===== src/rtl/seq_alu_if.sv =====
// seq_alu_if: operation request/result handshake between decode and seq_alu.
// Latency: none, wiring only.
// Backpressure: in_valid/in_ready for requests, out_valid/out_ready for results.
interface seq_alu_if #(
    parameter int WIDTH = 16,
    parameter int IMM_W = 9
);
    logic             in_valid;
    logic             in_ready;
    logic [3:0]       op;
    logic [WIDTH-1:0] rn;
    logic [WIDTH-1:0] rm;
    logic [IMM_W-1:0] imm;
    logic             out_valid;
    logic             out_ready;
    logic [WIDTH-1:0] rd;
    logic             z;
    logic             n;
    logic             v;
    logic             c;
    logic             err;

    modport master (
        output in_valid, op, rn, rm, imm, out_ready,
        input  in_ready, out_valid, rd, z, n, v, c, err
    );

    modport slave (
        input  in_valid, op, rn, rm, imm, out_ready,
        output in_ready, out_valid, rd, z, n, v, c, err
    );
endinterface


===== src/rtl/seq_alu.sv =====
// seq_alu: handshaked ALU with one-bit-per-cycle shifts; SEQ_ALU_MUL_EN adds an iterative multiply.
// Latency: 1 cycle for single-cycle ops, k cycles for shift by k>0, WIDTH cycles for MUL.
// Backpressure: result held in DONE until out_ready; in_ready low while iterating.
module seq_alu #(
    parameter int WIDTH   = 16,
    parameter int IMM_W   = 9,
    parameter int SHAMT_W = $clog2(WIDTH)
) (
    input  logic     clk,
    input  logic     rst,
    seq_alu_if.slave bus
);
    typedef enum logic [1:0] {S_IDLE, S_SHIFT, S_DONE} state_t;

    localparam logic [3:0] OP_ADD  = 4'd0;
    localparam logic [3:0] OP_SUB  = 4'd1;
    localparam logic [3:0] OP_AND  = 4'd2;
    localparam logic [3:0] OP_OR   = 4'd3;
    localparam logic [3:0] OP_PASS = 4'd4;
    localparam logic [3:0] OP_ZEXT = 4'd5;
    localparam logic [3:0] OP_SEXT = 4'd6;
    localparam logic [3:0] OP_SHL  = 4'd7;
    localparam logic [3:0] OP_SHR  = 4'd8;
    localparam logic [3:0] OP_ASR  = 4'd9;
`ifdef SEQ_ALU_MUL_EN
    localparam logic [3:0] OP_MUL  = 4'd10;
`endif
    localparam int MSB = WIDTH - 1;

    state_t             r_state;
    logic [WIDTH-1:0]   r_rd;
    logic               r_z, r_n, r_v, r_c, r_err, r_out_valid;
    logic [3:0]         r_op;
    logic [SHAMT_W-1:0] r_cnt;
`ifdef SEQ_ALU_MUL_EN
    logic [WIDTH-1:0]   r_mhi;
    logic [WIDTH-1:0]   r_mcand;
    logic [WIDTH-1:0]   w_mhi_src;
    logic [WIDTH-1:0]   w_mcand_src;
    logic [WIDTH:0]     w_msum;
    logic [WIDTH-1:0]   w_mhi_next;
`endif

    logic               w_in_ready;
    logic               w_accept;
    logic               w_iter;
    logic [SHAMT_W-1:0] w_k;
    logic [SHAMT_W-1:0] w_cnt_init;
    logic [3:0]         w_sop;
    logic [WIDTH-1:0]   w_src;
    logic [WIDTH-1:0]   w_step;
    logic               w_step_bit;
    logic [WIDTH:0]     w_sum;
    logic [WIDTH-1:0]   w_res;
    logic               w_res_v, w_res_c, w_res_err;

    assign w_in_ready = (r_state == S_IDLE) || ((r_state == S_DONE) && bus.out_ready);
    assign w_accept   = bus.in_valid && w_in_ready;
    assign w_k        = bus.rm[SHAMT_W-1:0];

    always_comb begin
        w_iter     = 1'b0;
        w_cnt_init = w_k - 1'b1;
        if ((bus.op == OP_SHL) || (bus.op == OP_SHR) || (bus.op == OP_ASR))
            w_iter = (w_k != '0);
`ifdef SEQ_ALU_MUL_EN
        if (bus.op == OP_MUL) begin
            w_iter     = 1'b1;
            w_cnt_init = SHAMT_W'(WIDTH - 1);
        end
`endif
    end

    // One iteration step; the accept cycle performs the first step so the
    // result lands after exactly k (or WIDTH) clock edges.
    always_comb begin
        w_sop      = w_accept ? bus.op : r_op;
        w_src      = w_accept ? bus.rn : r_rd;
        w_step     = w_src;
        w_step_bit = 1'b0;
`ifdef SEQ_ALU_MUL_EN
        if (w_accept && (bus.op == OP_MUL))
            w_src = bus.rm;
        w_mhi_src   = w_accept ? '0 : r_mhi;
        w_mcand_src = w_accept ? bus.rn : r_mcand;
        w_msum      = {1'b0, w_mhi_src} + (w_src[0] ? {1'b0, w_mcand_src} : '0);
        w_mhi_next  = w_msum[WIDTH:1];
`endif
        case (w_sop)
            OP_SHL: begin
                w_step_bit = w_src[MSB];
                w_step     = {w_src[MSB-1:0], 1'b0};
            end
            OP_SHR: begin
                w_step_bit = w_src[0];
                w_step     = {1'b0, w_src[MSB:1]};
            end
            OP_ASR: begin
                w_step_bit = w_src[0];
                w_step     = {w_src[MSB], w_src[MSB:1]};
            end
`ifdef SEQ_ALU_MUL_EN
            OP_MUL: begin
                w_step     = {w_msum[0], w_src[MSB:1]};
                w_step_bit = |w_mhi_next;
            end
`endif
            default: ;
        endcase
    end

    always_comb begin
        w_sum     = '0;
        w_res     = '0;
        w_res_v   = 1'b0;
        w_res_c   = 1'b0;
        w_res_err = 1'b0;
        case (bus.op)
            OP_ADD: begin
                w_sum   = {1'b0, bus.rn} + {1'b0, bus.rm};
                w_res   = w_sum[MSB:0];
                w_res_c = w_sum[WIDTH];
                w_res_v = (bus.rn[MSB] == bus.rm[MSB]) && (w_res[MSB] != bus.rn[MSB]);
            end
            OP_SUB: begin
                w_sum   = {1'b0, bus.rn} + {1'b0, ~bus.rm} + (WIDTH+1)'(1);
                w_res   = w_sum[MSB:0];
                w_res_c = w_sum[WIDTH];
                w_res_v = (bus.rn[MSB] != bus.rm[MSB]) && (w_res[MSB] != bus.rn[MSB]);
            end
            OP_AND:  w_res = bus.rn & bus.rm;
            OP_OR:   w_res = bus.rn | bus.rm;
            OP_PASS: w_res = bus.rn;
            OP_ZEXT: w_res = {{(WIDTH-IMM_W){1'b0}}, bus.imm};
            OP_SEXT: w_res = {{(WIDTH-IMM_W){bus.imm[IMM_W-1]}}, bus.imm};
            OP_SHL, OP_SHR, OP_ASR: w_res = bus.rn;
`ifdef SEQ_ALU_MUL_EN
            OP_MUL:  w_res = '0;
`endif
            default: w_res_err = 1'b1;
        endcase
    end

    always_ff @(posedge clk or posedge rst) begin
        if (rst) begin
            r_state     <= S_IDLE;
            r_rd        <= '0;
            r_z         <= 1'b0;
            r_n         <= 1'b0;
            r_v         <= 1'b0;
            r_c         <= 1'b0;
            r_err       <= 1'b0;
            r_out_valid <= 1'b0;
            r_op        <= '0;
            r_cnt       <= '0;
`ifdef SEQ_ALU_MUL_EN
            r_mhi       <= '0;
            r_mcand     <= '0;
`endif
        end else begin
            case (r_state)
                S_SHIFT: begin
                    r_rd  <= w_step;
                    r_c   <= w_step_bit;
                    r_cnt <= r_cnt - 1'b1;
`ifdef SEQ_ALU_MUL_EN
                    r_mhi <= w_mhi_next;
`endif
                    if (r_cnt == SHAMT_W'(1)) begin
                        r_state     <= S_DONE;
                        r_out_valid <= 1'b1;
                        r_z         <= (w_step == '0);
                        r_n         <= w_step[MSB];
                    end
                end
                default: begin
                    if (w_accept) begin
                        r_op  <= bus.op;
                        r_err <= w_res_err;
                        r_v   <= 1'b0;
                        if (w_iter) begin
                            r_rd  <= w_step;
                            r_c   <= w_step_bit;
                            r_cnt <= w_cnt_init;
`ifdef SEQ_ALU_MUL_EN
                            r_mhi   <= w_mhi_next;
                            r_mcand <= bus.rn;
`endif
                            if (w_cnt_init == '0) begin
                                r_state     <= S_DONE;
                                r_out_valid <= 1'b1;
                                r_z         <= (w_step == '0);
                                r_n         <= w_step[MSB];
                            end else begin
                                r_state     <= S_SHIFT;
                                r_out_valid <= 1'b0;
                            end
                        end else begin
                            r_rd        <= w_res;
                            r_z         <= (w_res == '0);
                            r_n         <= w_res[MSB];
                            r_v         <= w_res_v;
                            r_c         <= w_res_c;
                            r_state     <= S_DONE;
                            r_out_valid <= 1'b1;
                        end
                    end else if ((r_state == S_DONE) && bus.out_ready) begin
                        r_state     <= S_IDLE;
                        r_out_valid <= 1'b0;
                    end
                end
            endcase
        end
    end

    assign bus.in_ready  = w_in_ready;
    assign bus.out_valid = r_out_valid;
    assign bus.rd        = r_rd;
    assign bus.z         = r_z;
    assign bus.n         = r_n;
    assign bus.v         = r_v;
    assign bus.c         = r_c;
    assign bus.err       = r_err;
endmodule


===== src/flat_wrapper.sv =====
// flat-port wrapper written by rule: the top's interface ports become plain ports
module seq_alu_flat 
#(
    parameter int WIDTH   = 16,
    parameter int IMM_W   = 9,
    parameter int SHAMT_W = $clog2(WIDTH)
)
  (clk, rst, bus_in_valid, bus_op, bus_rn, bus_rm, bus_imm, bus_out_ready, bus_in_ready, bus_out_valid, bus_rd, bus_z, bus_n, bus_v, bus_c, bus_err);
  seq_alu_if #(.WIDTH(WIDTH), .IMM_W(IMM_W)) bus_i ();
  input  logic clk;
  input  logic rst;
  input wire logic [$bits(bus_i.in_valid)-1:0] bus_in_valid;
  input wire logic [$bits(bus_i.op)-1:0] bus_op;
  input wire logic [$bits(bus_i.rn)-1:0] bus_rn;
  input wire logic [$bits(bus_i.rm)-1:0] bus_rm;
  input wire logic [$bits(bus_i.imm)-1:0] bus_imm;
  input wire logic [$bits(bus_i.out_ready)-1:0] bus_out_ready;
  output wire logic [$bits(bus_i.in_ready)-1:0] bus_in_ready;
  output wire logic [$bits(bus_i.out_valid)-1:0] bus_out_valid;
  output wire logic [$bits(bus_i.rd)-1:0] bus_rd;
  output wire logic [$bits(bus_i.z)-1:0] bus_z;
  output wire logic [$bits(bus_i.n)-1:0] bus_n;
  output wire logic [$bits(bus_i.v)-1:0] bus_v;
  output wire logic [$bits(bus_i.c)-1:0] bus_c;
  output wire logic [$bits(bus_i.err)-1:0] bus_err;
  assign bus_i.in_valid = bus_in_valid;
  assign bus_i.op = bus_op;
  assign bus_i.rn = bus_rn;
  assign bus_i.rm = bus_rm;
  assign bus_i.imm = bus_imm;
  assign bus_i.out_ready = bus_out_ready;
  assign bus_in_ready = bus_i.in_ready;
  assign bus_out_valid = bus_i.out_valid;
  assign bus_rd = bus_i.rd;
  assign bus_z = bus_i.z;
  assign bus_n = bus_i.n;
  assign bus_v = bus_i.v;
  assign bus_c = bus_i.c;
  assign bus_err = bus_i.err;
  seq_alu #(.WIDTH(WIDTH), .IMM_W(IMM_W), .SHAMT_W(SHAMT_W)) u_core (.clk(clk), .rst(rst), .bus(bus_i));
endmodule

===== config.mk =====
export PLATFORM = sky130hd
export DESIGN_NAME = seq_alu_flat
export DESIGN_NICKNAME = d
export VERILOG_FILES = /design/src/rtl/seq_alu_if.sv /design/src/rtl/seq_alu.sv /design/src/flat_wrapper.sv
export SDC_FILE = /design/constraint.sdc
export NUM_CORES = 1
export LEC_CHECK = 0
export ABC_AREA = 0
export BUFFER_PORTS_ARGS = -buffer_cell sky130_fd_sc_hd__buf_4
export CAP_MARGIN = 20
export CORE_ASPECT_RATIO = 0.7
export CORE_UTILIZATION = 45
export DETAILED_ROUTE_END_ITERATION = 12
export PLACE_DENSITY = 0.7
export SLEW_MARGIN = 10
export SYNTH_ARGS = -nofsm -noshare
export SYNTH_HDL_FRONTEND = slang
export SYNTH_SLANG_ARGS = --single-unit

===== constraint.sdc =====
create_clock -name clk -period 3.15 [get_ports clk]
set_clock_uncertainty 0.1 [all_clocks]
set_input_delay 0.945 -clock clk [delete_from_list [all_inputs] [get_ports clk]]
set_output_delay 0.945 -clock clk [all_outputs]
set_load 0.005 [all_outputs]

==> impl_summary.log <==
[metrics] number of routed nets with antenna violations: 0
[metrics] total global routing overflow: 0
[metrics] layout net count: 1025
[metrics] most common cell after layout, fill and taps aside: sky130_fd_sc_hd__buf_4
[metrics] number of hold buffers added after CTS: 0
[metrics] antenna cell count: 0
[metrics] maximum number of pins on one net before global-route repair: 32
[metrics] number of pins exceeding their max-slew limit in the final report: 0
[metrics] total wire length after detailed routing: 21200 um
[metrics] fmax: 0.301 GHz
[metrics] outcome: finished with violations
[metrics] post-route cell area: 7910 sq um
[metrics] Mapped Nets: 763
[metrics] launch point of the critical path: bus_rn[12]
[metrics] Worst Path Arrival: 3380 ps
[metrics] Critical path buffers and inverters: 3
[metrics] clock transition at the registers of the reported paths: 60 ps
[metrics] Cell Area, Placed: 7100 sq um
[metrics] vias: 6460
[metrics] actual slew at the worst max-slew pin: 639 ps
[metrics] vias in the first global route: 6145
[metrics] count of boundary I/O pins: 72
[metrics] share of synthesized area occupied by flip-flops and latches: 16.0%
[metrics] final estimated routing congestion in global placement: 1.00
[metrics] first-pass GRT wire length: 32200 um
[metrics] detailed-route vias per instance: 6.14
[metrics] final non-filler cell total: 1052
[metrics] Core Footprint: 10400 sq um
[metrics] Max Cap Violations: 0
[metrics] CP Max Fanout: 2
[metrics] WL/cell: 20.2 um
[metrics] Die Ht: 88.8 um
[metrics] aggregate global-route resource usage: 37.5%
[metrics] TritonCTS Buffers: 5
[metrics] Stages on worst setup path: 10
[metrics] level count of the clock H-tree: 2
[metrics] detailed placement HPWL: 16600 um
[metrics] count of flip-flops with a built-in enable after synthesis: 0
[metrics] reg2reg start: u_core.r_state[1]$_DFFE_PP0P_
[metrics] Global Route met3 Usage: 8.10%
[metrics] kind of start point of the critical path: input port
[metrics] endpoint class of the critical path: register
[metrics] growth of design area from synthesis to finish: 63.4%
[metrics] total of flip-flops plus latches after synthesis: 31
[metrics] failing checks: setup timing
[metrics] final worst-path setup slack: -168 ps
[metrics] number of detailed-route iterations in the first pass: 6
[metrics] standard-cell rows: 31
[metrics] worst hold path class: reg2reg
[metrics] insertion delay to the later sink of the worst-skew pair: 290 ps
[metrics] library cell used as clock root buffer: sky130_fd_sc_hd__clkbuf_16
[metrics] delay contributed by the slowest stage of the critical path: 560 ps
[metrics] distinct cell type count after synthesis: 79
[metrics] global routing's busiest layer: met2
[metrics] total power per unit cell area: 290 nW/um^2
[metrics] violation count after the first detailed-routing iteration: 596
[metrics] share of flip-flops with an asynchronous set or reset: 100%
[metrics] die area: 11200 sq um
[metrics] combined area of all synthesized cells: 4840 sq um
[metrics] depth of the worst register-to-register path: 9
[metrics] clock sink count: 31
[metrics] final setup violation count: 7
[metrics] Synth Area per Inst: 7.36 sq um
[metrics] number of DRC violations after detailed routing: 0
[metrics] clock tree from TritonCTS: done
[metrics] hold_sp: u_core.bus.err$_DFFE_PP0P_
[metrics] share of final-layout standard cells stronger than drive strength 1: 43.6%
[metrics] number of instances on the worst hold path: 2
[metrics] dominant delay contributor by cell family on the critical path: compound AO/OA/AOI/OAI gates
[metrics] Crit Path Category: in2reg
[metrics] Starting Density: 46.5%
[metrics] total count of hold-check failures in the final report: 0
[metrics] CP Cell Sequence: buf_4, inv_1, ha_4, or4_4, buf_4, o21a_1, a221o_1, a221oi_2, mux2i_1, a221o_1
[metrics] fill cell instance count of the final layout: 810
[metrics] M2 GR Usage: 61.2%
[metrics] total leakage power: 3.72 nW
[metrics] Chip Width: 126 um
[metrics] met1 demand-to-capacity share in global routing: 49.3%
[metrics] count of yosys warnings during synthesis: 0
[metrics] number of buffers between clock root and the deepest sink: 2
[metrics] Worst VDD drop: 0.000226 V
[metrics] setup repair after global routing missed its margin: yes
[metrics] number of antenna violations at the first check in global routing: 0
[metrics] cell count after synthesis: 657
[metrics] crit path time final: 3320 ps
[metrics] top library cells by usage in the layout, fill and taps aside: sky130_fd_sc_hd__buf_4, sky130_fd_sc_hd__nand2_1, sky130_fd_sc_hd__nor2_1, sky130_fd_sc_hd__inv_1, sky130_fd_sc_hd__ha_1
[metrics] total instance count after detailed placement: 1026
[metrics] max-slew headroom at the worst pin: 56.8%
[metrics] dominant register cell in the synthesized netlist: sky130_fd_sc_hd__dfrtp_1
[metrics] buffers added on ports: 71
[metrics] critical-path cell with the highest stage delay: sky130_fd_sc_hd__or4_4
[metrics] data required time at the worst endpoint: 3220 ps
[metrics] share of the cycle needed by the critical path after routing: 105%
## logic make-up (layout without fill, tap and decap cells)
| kind of cell | Yosys count | count (layout) | synth area share (%) |
|---|---|---|---|
| flops | 31 | 31 | 16.0 |
| fa+ha+maj | 57 | 57 | 15.1 |
| simple gates | 211 | 211 | 21.3 |
| mux | 31 | 31 | 6.72 |
| compound gates | 222 | 222 | 31.2 |
| xor+xnor | 8 | 8 | 1.60 |
| buf+inv | 97 | 360 | 8.04 |
## Yosys cell counts, drive strengths merged (8+ instances only)
| cell | instances | share of area (%) |
|---|---|---|
| clkbuf | 27 | 2.1 |
| nand3 | 12 | 1.2 |
| o21ai | 47 | 4.9 |
| mux2i | 25 | 5.2 |
| nand2 | 65 | 5.1 |
| inv | 57 | 4.4 |
| nor2b | 8 | 1.2 |
| a221o | 8 | 1.7 |
| nand4 | 8 | 1.0 |
| o22ai | 18 | 2.3 |
| dfrtp | 31 | 16 |
| a21o | 9 | 1.4 |
| nor2 | 61 | 4.7 |
| o211ai | 8 | 1.2 |
| nor3 | 14 | 1.6 |
| ha | 55 | 14 |
| a21oi | 49 | 5.2 |
| buf | 12 | 1.4 |
| o221ai | 15 | 2.7 |
## registers in the layout, indices dropped and copies added (netlist names)
| name | count |
|---|---|
| u_core.bus.n | 1 |
| u_core.bus.c | 1 |
| u_core.bus.err | 1 |
| u_core.bus.v | 1 |
| u_core.r_op | 4 |
| u_core.r_state | 2 |
| u_core.bus.z | 1 |
| u_core.r_cnt | 4 |
| u_core.bus.rd | 16 |
## final timing paths
kind | end | slack, ps
max reg2reg | u_core.bus.z$_DFFE_PP0P_ | 120
min | u_core.bus.err$_DFFE_PP0P_ | 390
min reg2reg | u_core.bus.err$_DFFE_PP0P_ | 390
min in group asynchronous | u_core.bus.rd[10]$_DFFE_PP0P_ | 640
max in group asynchronous | u_core.r_cnt[3]$_DFFE_PP0P_ | 1970
max | u_core.bus.rd[13]$_DFFE_PP0P_ | -170
## routing by layer
layer / up-vias / share of wire (%)
met1: 3081 / 44
met2: 370 / 44
met5: - / 0
li1: 2959 / -
met3: 50 / 9.0
met4: 0 / 3.0
## through the flow
step / hold WS (ps) / TNS, ps / setup WS (ps) / power, mW / util (%)
4_1_cts: 385 / -953 / -166 / 2.20 / 73.5
6_report: 386 / -848 / -168 / 2.29 / 76.1
2_1_floorplan: 363 / -629 / -141 / 0.980 / -
3_5_place_dp: 373 / -6010 / -618 / 1.53 / 68.3
3_3_place_gp: 367 / -5350 / -576 / 1.51 / 68.3
5_1_grt: 423 / -1540 / -266 / 2.41 / 76.1
## worst min-delay path, delay by kind of cell (launching register included)
| family | cells | cell delay (ps) |
|---|---|---|
| flops | 1 | 340 |
| simple gates | 1 | 50 |
| compound gates | 1 | 60 |
## layout make-up
type / instances / area (sq um) / share of cell area [%]
Clock inverter: 2 / 35.0 / 0.443
Timing Repair Buffer: 294 / 2270 / 28.8
Tap cell: 132 / 165 / 2.09
Clock buffer: 6 / 139 / 1.76
Multi-Input combinational cell: 529 / 4270 / 54.0
Sequential cell: 31 / 776 / 9.81
Inverter: 58 / 248 / 3.13
## repair_timing
item                       4_1_cts  5_1_grt
setup buffers                   17        5
resized for setup               50       45
setup endpoints to repair       11       11
pin swaps                       35       34
## power breakdown
part | total (mW) | switching, mW | leakage, nW | internal, mW
Sequential | 0.466 | 0.0341 | 0.384 | 0.432
Clock | 0.588 | 0.195 | 0.0868 | 0.393
Combinational | 1.24 | 0.632 | 3.25 | 0.608
Note: power is estimated with default switching activity, not from simulation.
